**config.mk**
```make
export PLATFORM = sky130hd
export DESIGN_NAME = mastermind_solver_p
export DESIGN_NICKNAME = d
export VERILOG_FILES = /design/src/rtl/mastermind_solver_p.sv
export SDC_FILE = /design/constraint.sdc
export NUM_CORES = 1
export LEC_CHECK = 0
export BUFFER_PORTS_ARGS = -buffer_cell sky130_fd_sc_hd__buf_4
export CAP_MARGIN = 20
export CORE_ASPECT_RATIO = 1.75
export CORE_MARGIN = 5
export CORE_UTILIZATION = 40
export DETAILED_ROUTE_END_ITERATION = 12
export HOLD_SLACK_MARGIN = 0.12
export RECOVER_POWER = 50
export SETUP_SLACK_MARGIN = 0.2
export SLEW_MARGIN = 20
export SYNTH_ARGS = -nofsm -noshare
export SYNTH_HDL_FRONTEND = slang
export SYNTH_SLANG_ARGS = --single-unit
```
**constraint.sdc**
```tcl
create_clock -name clk -period 2.2 [get_ports clk]
set_input_delay 0.22 -clock clk [delete_from_list [all_inputs] [get_ports clk]]
set_output_delay 0.22 -clock clk [all_outputs]
set_load 0.02 [all_outputs]
```
**src/rtl/mastermind_solver_p.sv**
```systemverilog
// Position-by-position Mastermind code search driven only by the bulls score.
// Optional guess counter and guess limit are enabled with `define SOLVER_GUESS_COUNT_EN.
module mastermind_solver_p #(
    parameter int DIGITS        = 4,
    parameter int DIGIT_W       = 4,
    parameter int MAX_VAL       = 9,
    parameter int SETTLE_CYCLES = 2
`ifdef SOLVER_GUESS_COUNT_EN
    ,
    parameter int MAX_GUESSES   = 64
`endif
) (
    input  logic                          clk,
    input  logic                          rst,
    input  logic                          start,
    input  logic [$clog2(DIGITS+1)-1:0]   bulls,
    input  logic                          frame_written,
    output logic [DIGITS*DIGIT_W-1:0]     guess,
    output logic                          write_frame,
    output logic [$clog2(DIGITS)-1:0]     cur_index,
    output logic                          done,
    output logic                          fail,
    output logic [2:0]                    state_dbg
`ifdef SOLVER_GUESS_COUNT_EN
    ,
    output logic [15:0]                   guess_count
`endif
);

    localparam int IW = $clog2(DIGITS);
    localparam int BW = $clog2(DIGITS + 1);
    localparam int GW = DIGITS * DIGIT_W;

    localparam logic [IW:0]         IDX_END     = (IW+1)'(DIGITS);
    localparam logic [BW-1:0]       BULLS_ALL   = BW'(DIGITS);
    localparam logic [DIGIT_W-1:0]  DIG_MAX     = DIGIT_W'(MAX_VAL);
    localparam logic [3:0]          SETTLE_LAST = 4'(SETTLE_CYCLES - 1);

    typedef enum logic [2:0] {
        S_SUBMIT_BASE = 3'd0,
        S_SETTLE      = 3'd1,
        S_EVAL        = 3'd2,
        S_STEP        = 3'd3,
        S_SUBMIT      = 3'd4,
        S_DONE        = 3'd5,
        S_FAIL        = 3'd6
    } state_t;

    state_t              state_q, state_d;
    logic [GW-1:0]       dig_q, dig_d;
    logic [IW:0]         idx_q, idx_d;
    logic [BW-1:0]       old_q, old_d;
    logic                base_q, base_d;
    logic                wf_q, wf_d;
    logic                done_q, done_d;
    logic                fail_q, fail_d;
    logic [3:0]          cnt_q, cnt_d;
    logic [IW-1:0]       idx_lo;
    logic [DIGIT_W-1:0]  cur_dig;
`ifdef SOLVER_GUESS_COUNT_EN
    logic [15:0]         gc_q, gc_d;
`endif

    assign idx_lo  = idx_q[IW-1:0];
    assign cur_dig = dig_q[idx_lo*DIGIT_W +: DIGIT_W];

    // Handshake: write_frame is a registered request held with a frozen guess;
    // the transfer completes on the first clock where write_frame and frame_written are both high.
    always_comb begin
        state_d = state_q;
        dig_d   = dig_q;
        idx_d   = idx_q;
        old_d   = old_q;
        base_d  = base_q;
        wf_d    = 1'b0;
        done_d  = done_q;
        fail_d  = fail_q;
        cnt_d   = 4'd0;
`ifdef SOLVER_GUESS_COUNT_EN
        gc_d    = gc_q;
`endif
        case (state_q)
            S_SUBMIT_BASE, S_SUBMIT: begin
                if (state_q == S_SUBMIT_BASE) base_d = 1'b1;
                if (wf_q && frame_written) begin
                    state_d = S_SETTLE;
`ifdef SOLVER_GUESS_COUNT_EN
                    if (gc_q != 16'hFFFF) gc_d = gc_q + 16'd1;
`endif
                end else begin
                    wf_d = 1'b1;
                end
            end
            S_SETTLE: begin
                if (cnt_q == SETTLE_LAST) state_d = S_EVAL;
                else                      cnt_d   = cnt_q + 4'd1;
            end
            S_EVAL: begin
                state_d = S_STEP;
                if (bulls == BULLS_ALL) begin
                    state_d = S_DONE;
                    done_d  = 1'b1;
                end else if (base_q) begin
                    old_d  = bulls;
                    base_d = 1'b0;
                end else if (bulls > old_q) begin
                    old_d = bulls;
                    idx_d = idx_q + 1'b1;
                end else if (bulls < old_q) begin
                    // The previous value at this index was the bull; step back and move on.
                    dig_d[idx_lo*DIGIT_W +: DIGIT_W] = cur_dig - 1'b1;
                    idx_d = idx_q + 1'b1;
                end
            end
            S_STEP: begin
                if (idx_q >= IDX_END) begin
                    state_d = S_FAIL;
                    fail_d  = 1'b1;
`ifdef SOLVER_GUESS_COUNT_EN
                end else if (gc_q == 16'(MAX_GUESSES)) begin
                    state_d = S_FAIL;
                    fail_d  = 1'b1;
`endif
                end else if (cur_dig == DIG_MAX) begin
                    state_d = S_FAIL;
                    fail_d  = 1'b1;
                end else begin
                    dig_d[idx_lo*DIGIT_W +: DIGIT_W] = cur_dig + 1'b1;
                    state_d = S_SUBMIT;
                end
            end
            S_DONE, S_FAIL: begin
                if (start) begin
                    state_d = S_SUBMIT_BASE;
                    dig_d   = '0;
                    idx_d   = '0;
                    old_d   = '0;
                    base_d  = 1'b1;
                    done_d  = 1'b0;
                    fail_d  = 1'b0;
`ifdef SOLVER_GUESS_COUNT_EN
                    gc_d    = 16'd0;
`endif
                end
            end
            default: state_d = S_SUBMIT_BASE;
        endcase
    end

    always_ff @(posedge clk or negedge rst) begin
        if (!rst) begin
            state_q <= S_SUBMIT_BASE;
            dig_q   <= '0;
            idx_q   <= '0;
            old_q   <= '0;
            base_q  <= 1'b1;
            wf_q    <= 1'b0;
            done_q  <= 1'b0;
            fail_q  <= 1'b0;
            cnt_q   <= 4'd0;
`ifdef SOLVER_GUESS_COUNT_EN
            gc_q    <= 16'd0;
`endif
        end else begin
            state_q <= state_d;
            dig_q   <= dig_d;
            idx_q   <= idx_d;
            old_q   <= old_d;
            base_q  <= base_d;
            wf_q    <= wf_d;
            done_q  <= done_d;
            fail_q  <= fail_d;
            cnt_q   <= cnt_d;
`ifdef SOLVER_GUESS_COUNT_EN
            gc_q    <= gc_d;
`endif
        end
    end

    assign guess       = dig_q;
    assign write_frame = wf_q;
    assign cur_index   = idx_lo;
    assign done        = done_q;
    assign fail        = fail_q;
    assign state_dbg   = state_q;
`ifdef SOLVER_GUESS_COUNT_EN
    assign guess_count = gc_q;
`endif

endmodule
```
==> results of run 1 <==
-- logic make-up after synthesis --
kind of cell               share of synthesized area [%]
DFF                                                 40.1
muxes                                               6.30
xor gates and xnor gates                            2.12
AOI/OAI and AO/OA                                   19.5
buffers and inverters                               8.55
and+or+nand+nor                                     15.0
adders and majority gates                           8.48
-- stage by stage --
step / power (mW) / instance area, sq um / setup TNS, ps
floorplan: 2.79 / 2080 / 0
global placement: 3.60 / 2400 / -107
detailed placement: 3.62 / 2400 / -28.5
CTS: 4.48 / 2670 / 0
global route: 5.02 / 2780 / 0
finish: 4.68 / 2780 / 0
-- repair_timing --
item	CTS	global route
hold endpoints to repair	32	0
gates resized for setup	26	28
buffers inserted	4	5
endpoints found under the setup margin	18	23
hold buffers	1	0
pin swaps	19	16
-- cell type report --
cell class / count / area (sq um) / share of cell area (%)
Multi-Input combinational cell: 151 / 1270 / 45.9
Sequential cell: 33 / 831 / 29.9
Timing Repair Buffer: 53 / 375 / 13.5
Inverter: 30 / 113 / 4.05
Clock buffer: 7 / 86.3 / 3.11
Tap cell: 54 / 67.6 / 2.43
Clock inverter: 1 / 30.0 / 1.08
-- routing by layer --
layer	up-vias	global-route usage, %	wire, microns
li1	877	-	-
met5	-	0	0
met3	14	3.65	198
met2	36	30.9	3200
met1	880	16.4	1930
met4	0	10.0	190
-- cell usage in the layout (no fill, tap or decap), types with 7 or more instances in the layout --
master    instances
clkbuf_1         13
nand2_1          16
inv_1            27
nor2_1           23
dfrtp_1          29
o21ai_0          11
buf_4            33
ha_1             11
a21oi_1           7
o22ai_2          12
-- Yosys cell counts, types with 4 or more instances --
library cell | n | share of area [%]
nand2_1 | 18 | 3.3
dfrtp_1 | 32 | 39
inv_1 | 30 | 5.5
o21ai_0 | 13 | 3.2
o22ai_1 | 16 | 4.8
o21a_1 | 4 | 1.5
a21oi_1 | 9 | 2.2
ha_1 | 14 | 8.5
nor2_1 | 23 | 4.2
mux2i_1 | 4 | 1.9
-- path summary, 6_finish.rpt --
check                                        endpoint  depth (start not counted)  slack, ps
max                                          register                          5        110
min                                  fail$_DFFE_PN0P_                          2        170
max reg2reg                                  register                          5        110
min reg2reg                        cnt_q[0]$_DFF_PN0_                          1        500
max in group asynchronous        idx_q[0]$_DFFE_PN0P_                          2       1050
min in group asynchronous  asynchronous set/reset pin                          2        570
-- critical path: cells and delay by family, from the launching register on --
family	cells	cell delay [ps]
compound gates	2	540
fa+ha+maj	1	210
flops	1	390
mux	1	590
simple gates	1	270
-- power by group through the flow --
stage                     clock (mW)  sequential [mW]  combinational, mW
after CTS                      0.604             1.10               2.78
after global placement             0             1.11               2.50
after detailed placement           0             1.11               2.52
after floorplan                    0             1.24               1.55
final                          0.593             1.10               2.99
after global routing           0.643             1.14               3.24
==> results.py, run 1 <==
metrics = {
    "yosys": {
        "syn_nets": 245,
        "synthCells": 224,
        "synth_seq_area_share_pct": 40.1,
        "syn_area_sq_um": 2060,
        "async_reset_ff_share_pct": 100,
        "syn_avg_cell_area_sq_um": 9.22,
        "synthFlopType": "dfrtp_1",
        "synth_edf_count": 0,
        "yosysUniqueCellTypes": 49,
        "ys_seq_elements": 33,
        "synth_warnings": 0,
    },
    "power_and_ir_drop": {
        "irDropWorstVdd_mv": 0.889,
        "p_seq_share_pct": 23.5,
        "p_leak_nw": 1.24,
        "switching_share_pct": 46.0,
        "power.internal_mw": 2.53,
        "power_density_nw_per_um2": 1680,
        "power_switching_mw": 2.15,
        "combPwrFrac_pct": 63.8,
        "clkPwrFrac_pct": 12.7,
    },
    "sta": {
        "max_slew_margin_pct": 43.9,
        "timing.final.crit_share_pct": 94.9,
        "whs_ps": 173,
        "fin_crit_ps": 2090,
        "finalClockSkew_ps": 8.73,
        "slew_viol_final": 0,
        "worst_pin_slew_ps": 841,
        "rsz0062_at_grt": "true",
        "finalHoldViolCount": 0,
        "fin_ws_ps": 111,
        "max_freq_mhz": 479,
        "setup_viol": 0,
    },
    "grt": {
        "grt.overflow.total": 0,
        "grt_pass1_wl_mm": 8.99,
        "grt_use_total_pct": 16.9,
        "grt_start_max_net_pins": 34,
        "antenna_found_initial": 0,
        "first_global_vias": 1912,
    },
    "cells_and_area": {
        "stdcell_count": 329,
        "drive_gt1_share_pct": 35.3,
        "diodes": 0,
        "layout.nets": 295,
        "fin_util_pct": 55.8,
        "fill_cells": 461,
        "syn2layout_area_growth_pct": 34.5,
    },
    "drt": {
        "remaining_drc_errors": 0,
        "drt_iter0_markers": 59,
        "drt_wl_total_mm": 5.51,
        "via_count": 1807,
        "dr.pass1.iters": 4,
        "avgViaCountPerCell": 5.49,
        "wl_per_cell_microns": 16.8,
        "ant_nets": 0,
    },
    "worst_setup_path": {
        "worstPathRequired_ps": 2400,
        "cp_data_arrival_time_ps": 2290,
        "cp-startpoint": "idx_q[0]$_DFFE_PN0P_",
        "critPathSlowestCell": "mux4_2",
        "crit_type": "register to register",
        "cp-start-kind": "register",
        "crit_chain": "mux4_2 > ha_4 > a32oi_4 > nand4_1 > o22ai_1",
        "crit_fanout": 8,
        "end_kind": "register",
        "slowest_delay_ps": 590,
        "r2r_start": "idx_q[0]$_DFFE_PN0P_",
    },
    "status": {
        "outcome": "complete, no violations",
    },
    "placement": {
        "place_congestion": 0.924,
        "place_ws_ps": -27.5,
        "place_inst": 311,
        "portBuffers": 30,
        "dpl.hpwl_mm": 4.16,
    },
    "clocking": {
        "cts_buffers": 5,
        "htree_levels": 2,
        "clockBufferDepth": 2,
        "cts.sinks": 33,
        "insertion_delay_ps": 290,
        "cts.clk_slew.worst_paths_ps": 70,
        "cts_tree": "done",
        "cts-root-buf": "clkbuf_8",
    },
    "floorplanning": {
        "fp.dieW_microns": 64.3,
        "initial_core_util_pct": 41.5,
        "die_h_microns": 105,
        "die-area_sq_um": 6750,
        "io_pins": 31,
        "core_sq_um": 4980,
        "rows": 34,
    },
    "hold_path": {
        "hp-start": "start",
        "hp-class": "input port to register",
    },
    "flow_run": {
        "maxCapViolCount": 0,
    },
}
No activity file was read; power rests on OpenSTA's default activity.
==> run 2, diff against run 1 <==
Settings changed: CTS_BUF_LIST from default to sky130_fd_sc_hd__clkbuf_8.
==> run 2 against run 1 <==
  * Final cell count did not move
  * Largest power group unchanged
  * Sequential power barely moved
  * Worst setup slack improved by 1.5 ps
  * Final area did not move
==> results.py, run 2 (synthesized netlist as in run 1, its figures left out) <==
metrics = {
    "worst_setup_path": {
        "cp_data_arrival_time_ps": 2290,
        "crit_type": "register to register",
        "end_kind": "register",
        "worstPathRequired_ps": 2400,
        "path_delay_family": "multiplexers",
        "slowest_delay_ps": 590,
        "critPathSlowestCell": "mux4_2",
        "timing.critical_path.buf_inv": 0,
        "crit_fanout": 8,
        "cp-start-kind": "register",
        "crit_chain": "mux4_2 > ha_4 > a32oi_4 > nand4_1 > o22ai_1",
    },
    "clocking": {
        "cts.clk_slew.worst_paths_ps": 70,
        "cts_buffers": 5,
        "htree_levels": 2,
        "cts.sinks": 33,
        "insertion_delay_ps": 290,
        "cts_tree": "done",
        "clockBufferDepth": 2,
        "cts-root-buf": "clkbuf_8",
    },
    "power_and_ir_drop": {
        "clkPwrFrac_pct": 12.6,
        "combPwrFrac_pct": 63.9,
        "p_seq_share_pct": 23.5,
        "p_leak_nw": 1.25,
        "power.internal_mw": 2.52,
        "irDropWorstVdd_mv": 0.884,
        "power_mw": 4.68,
        "switching_share_pct": 46.0,
        "power_switching_mw": 2.15,
        "power_density_nw_per_um2": 1680,
    },
    "status": {
        "outcome": "complete, no violations",
    },
    "sta": {
        "whs_ps": 173,
        "fin_crit_ps": 2090,
        "setup_tns_ps": 0,
        "finalClockSkew_ps": 8.77,
        "timing.final.crit_share_pct": 94.9,
        "finalHoldViolCount": 0,
        "worst_pin_slew_ps": 841,
        "slew_viol_final": 0,
        "max_slew_margin_pct": 43.9,
        "max_freq_mhz": 479,
        "setup_viol": 0,
        "rsz0062_at_grt": "true",
    },
    "grt": {
        "grt.overflow.total": 0,
        "antenna_found_initial": 0,
        "grt_pass1_wl_mm": 8.99,
        "first_global_vias": 1912,
        "grt_use_total_pct": 16.9,
        "grt_start_max_net_pins": 34,
    },
    "placement": {
        "portBuffers": 30,
        "dpl_cell_area_sq_um": 2400,
        "dpl.hpwl_mm": 4.16,
        "place_congestion": 0.924,
    },
    "cells_and_area": {
        "layout_common_cells": "buf_4, dfrtp_1, inv_1",
        "regArea_sq_um": 831,
        "syn2layout_area_growth_pct": 34.5,
        "multiInputGateArea_sq_um": 1270,
        "diodes": 0,
        "fin_area_sq_um": 2780,
        "final_common_cell": "buf_4",
        "drive_gt1_share_pct": 35.3,
        "layout.nets": 295,
        "fill_cells": 461,
    },
    "flow_run": {
        "maxCapViolCount": 0,
    },
    "drt": {
        "ant_nets": 0,
        "drt_wl_total_mm": 5.50,
        "avgViaCountPerCell": 5.51,
        "drt_iter0_markers": 49,
        "via_count": 1813,
        "dr.pass1.iters": 4,
        "remaining_drc_errors": 0,
        "wl_per_cell_microns": 16.7,
    },
    "floorplanning": {
        "io_pins": 31,
        "fp.dieW_microns": 64.3,
        "rows": 34,
        "die_h_microns": 105,
        "initial_core_util_pct": 41.5,
        "core_sq_um": 4980,
        "die-area_sq_um": 6750,
    },
    "hold_path": {
        "hp-class": "input port to register",
    },
}
## run 2: changes by cell type in the layout (fill, tap and decap cells not counted)
cell | before | now
inv_1 | 27 | 28
clkbuf_1 | 13 | 12
## run 2: layer usage
layer	wire length [microns]	up-vias	track usage, %
met4	201	0	10.0
met3	195	16	3.65
li1	-	880	-
met1	1930	881	16.4
met5	0	-	0
met2	3180	36	30.9
## run 2: layout make-up
type,instances,share of cell area [%]
Sequential cell,33,29.9
Clock buffer,6,2.97
Timing Repair Buffer,53,13.5
Multi-Input combinational cell,151,45.9
Tap cell,54,2.43
Clock inverter,2,1.22
Inverter,30,4.05
## run 2: final timing paths
path | start | endpoint | slack [ps] | cells past startpoint
max in group asynchronous | rst | state_dbg[0]$_DFFE_PN0P_ | 1050 | 2
hold / removal | start | fail$_DFFE_PN0P_ | 170 | 2
setup / recovery | idx_q[0]$_DFFE_PN0P_ | register | 110 | 5
setup reg to reg | idx_q[0]$_DFFE_PN0P_ | register | 110 | 5
min in group asynchronous | rst | asynchronous set/reset pin | 570 | 2
hold reg to reg | cnt_q[0]$_DFF_PN0_ | cnt_q[0]$_DFF_PN0_ | 500 | 1
## run 2: repair_timing
action	in CTS	in global routing
gates resized for setup	26	28
hold buffers	1	0
hold endpoints to repair	32	0
pin swaps	19	16
buffers inserted	4	5
setup endpoints to repair	18	23
cloned	0	0
## run 2: stage by stage
step	setup slack (ps)	cells	util, %
after floorplan	205	224	-
after CTS	124	324	53.6
after detailed placement	-27.5	311	48.3
after global placement	-73.2	311	48.3
after global routing	22.4	329	55.8
final	113	329	55.8
## run 2: power by group through the flow
stage | clock, mW | combinational [mW] | sequential [mW]
floorplan | 0 | 1.55 | 1.24
global placement | 0 | 2.50 | 1.11
detailed placement | 0 | 2.52 | 1.11
CTS | 0.600 | 2.78 | 1.10
global route | 0.639 | 3.24 | 1.14
finish | 0.589 | 2.99 | 1.10
==> run 3, diff against run 2 <==
Settings changed: PLACE_DENSITY from default to 0.68, SETUP_SLACK_MARGIN 0.2 to default.
Clock period 2.2 ns to 2.65 ns, I/O delays scaled along.
==> run 3 against run 2 <==
  * Clock skew fell by 0.74 ps
  * Via count fell by 3.3%
  * The flow now finishes with violations (capacitance limit, slew limit)
  * Non-clock buffer count shrank 16
  * Critical path depth unchanged
  * Clock-buffer cell count down 1
==> results.py, run 3 (synthesized netlist as in run 1, its figures left out) <==
metrics = {
    "status": {
        "outcome": "finished, violations left",
        "failed_checks": "capacitance limit, slew limit",
    },
    "placement": {
        "portBuffers": 30,
        "place_ws_ps": 391,
        "place_congestion": 0.976,
        "dpl.hpwl_mm": 3.90,
    },
    "grt": {
        "first_global_vias": 1770,
        "grt.overflow.total": 0,
        "antenna_found_initial": 0,
        "grt_pass1_wl_mm": 8.37,
        "grt_use_total_pct": 15.5,
        "grt_start_max_net_pins": 34,
    },
    "sta": {
        "timing.final.crit_share_pct": 86.0,
        "rsz0062_at_grt": "false",
        "fin_ws_ps": 370,
        "setup_viol": 0,
        "setup_tns_ps": 0,
        "slew_viol_final": 34,
        "finalHoldViolCount": 0,
        "max_slew_margin_pct": -18.6,
        "finalClockSkew_ps": 8.03,
        "max_freq_mhz": 439,
        "whs_ps": 208,
        "fin_crit_ps": 2280,
        "worst_pin_slew_ps": 1780,
    },
    "clocking": {
        "cts_resized": 0,
        "cts-root-buf": "clkbuf_8",
        "cts_buffers": 5,
        "cts.sinks": 33,
        "htree_levels": 2,
        "cts.clk_slew.worst_paths_ps": 70,
        "clockBufferDepth": 2,
        "cts_setup_buffers": 0,
        "insertion_delay_ps": 290,
        "cts_hold_buf": 1,
        "cts_tree": "done",
    },
    "drt": {
        "remaining_drc_errors": 0,
        "ant_nets": 0,
        "avgViaCountPerCell": 5.60,
        "drt_iter0_markers": 62,
        "via_count": 1754,
        "drt_wl_total_mm": 5.05,
        "wl_per_cell_microns": 16.1,
        "dr.pass1.iters": 4,
    },
    "floorplanning": {
        "fp.dieW_microns": 64.3,
        "rows": 34,
        "initial_core_util_pct": 41.5,
        "core_sq_um": 4980,
        "die_h_microns": 105,
        "io_pins": 31,
        "die-area_sq_um": 6750,
    },
    "cells_and_area": {
        "layout_common_cells": "dfrtp_1, inv_1, nor2_1, buf_4, nand2_1",
        "diodes": 0,
        "fin_util_pct": 47.9,
        "drive_gt1_share_pct": 17.4,
        "syn2layout_area_growth_pct": 15.6,
        "fill_cells": 498,
        "final_common_cell": "dfrtp_1",
        "layout.nets": 279,
    },
    "worst_setup_path": {
        "slowest_delay_ps": 610,
        "path_delay_family": "multiplexers",
        "timing.critical_path.buf_inv": 0,
        "critPathSlowestCell": "mux4_2",
        "crit_chain": "mux4_2 > ha_1 > a32oi_4 > nand4_1 > o22ai_1",
        "worstPathRequired_ps": 2860,
        "cp_data_arrival_time_ps": 2490,
        "crit_fanout": 8,
        "cp-start-kind": "register",
        "crit_type": "register to register",
        "end_kind": "register",
    },
    "power_and_ir_drop": {
        "power_density_nw_per_um2": 1340,
        "p_leak_nw": 1.12,
        "irDropWorstVdd_mv": 0.695,
    },
    "flow_run": {
        "maxCapViolCount": 1,
    },
    "hold_path": {
        "hp-class": "input port to register",
    },
}
==> run 3: cell count changes in the layout (fill, tap and decap cells not counted), sizes merged <==
cell,previous run,this run
clkinvlp,0,1
bufinv,1,0
buf,39,23
clkbuf,19,18
inv,31,30
clkinv,0,2
==> run 3: final cells by class <==
cell class | instances | area, sq um | area share (%)
Tap cell | 54 | 67.6 | 2.83
Multi-Input combinational cell | 151 | 1060 | 44.5
Inverter | 30 | 113 | 4.72
Clock inverter | 3 | 17.5 | 0.734
Sequential cell | 33 | 827 | 34.7
Clock buffer | 5 | 68.8 | 2.88
Timing Repair Buffer | 37 | 231 | 9.70
==> run 3: final timing paths <==
path | startpoint | end | slack [ps] | cells after the start
hold / removal | start | fail$_DFFE_PN0P_ | 210 | 2
setup reg to reg | idx_q[0]$_DFFE_PN0P_ | register | 370 | 5
max in group asynchronous | rst | state_dbg[1]$_DFFE_PN0P_ | 640 | 2
setup / recovery | idx_q[0]$_DFFE_PN0P_ | register | 370 | 5
min in group asynchronous | rst | guess[4]$_DFFE_PN0P_ | 980 | 2
hold reg to reg | cnt_q[0]$_DFF_PN0_ | cnt_q[0]$_DFF_PN0_ | 500 | 1
==> run 3: per-stage QoR <==
step / std cells / area (sq um) / power, mW
floorplan: 224 / 2060 / 2.30
global placement: 304 / 2340 / 2.86
CTS: 313 / 2430 / 3.28
global route: 313 / 2390 / 3.47
finish: 313 / 2390 / 3.19
detailed placement: 304 / 2340 / 2.89
==> run 3: worst register-to-register path: cells and delay by family, from the launching register on <==
kind | cells | cell delay (ps)
adder cells (fa/ha/maj) | 1 | 260
multiplexers | 1 | 610
flip-flops | 1 | 460
AO/OA/AOI/OAI | 2 | 550
AND/OR/NAND/NOR | 1 | 320
==> run 3: layer usage <==
metal	up-vias	track usage (%)	share of wire, %
met5	-	0	0
met4	0	8.88	3.3
met3	14	2.47	3.8
met2	48	27.3	55
met1	850	16.8	38
li1	842	-	-
==> run 3: where the power goes <==
group | internal, mW | total [mW] | leakage [nW] | switching, mW
Clock | 0.181 | 0.377 | 0.0439 | 0.196
Sequential | 0.715 | 0.932 | 0.414 | 0.217
Combinational | 0.749 | 1.88 | 0.657 | 1.13
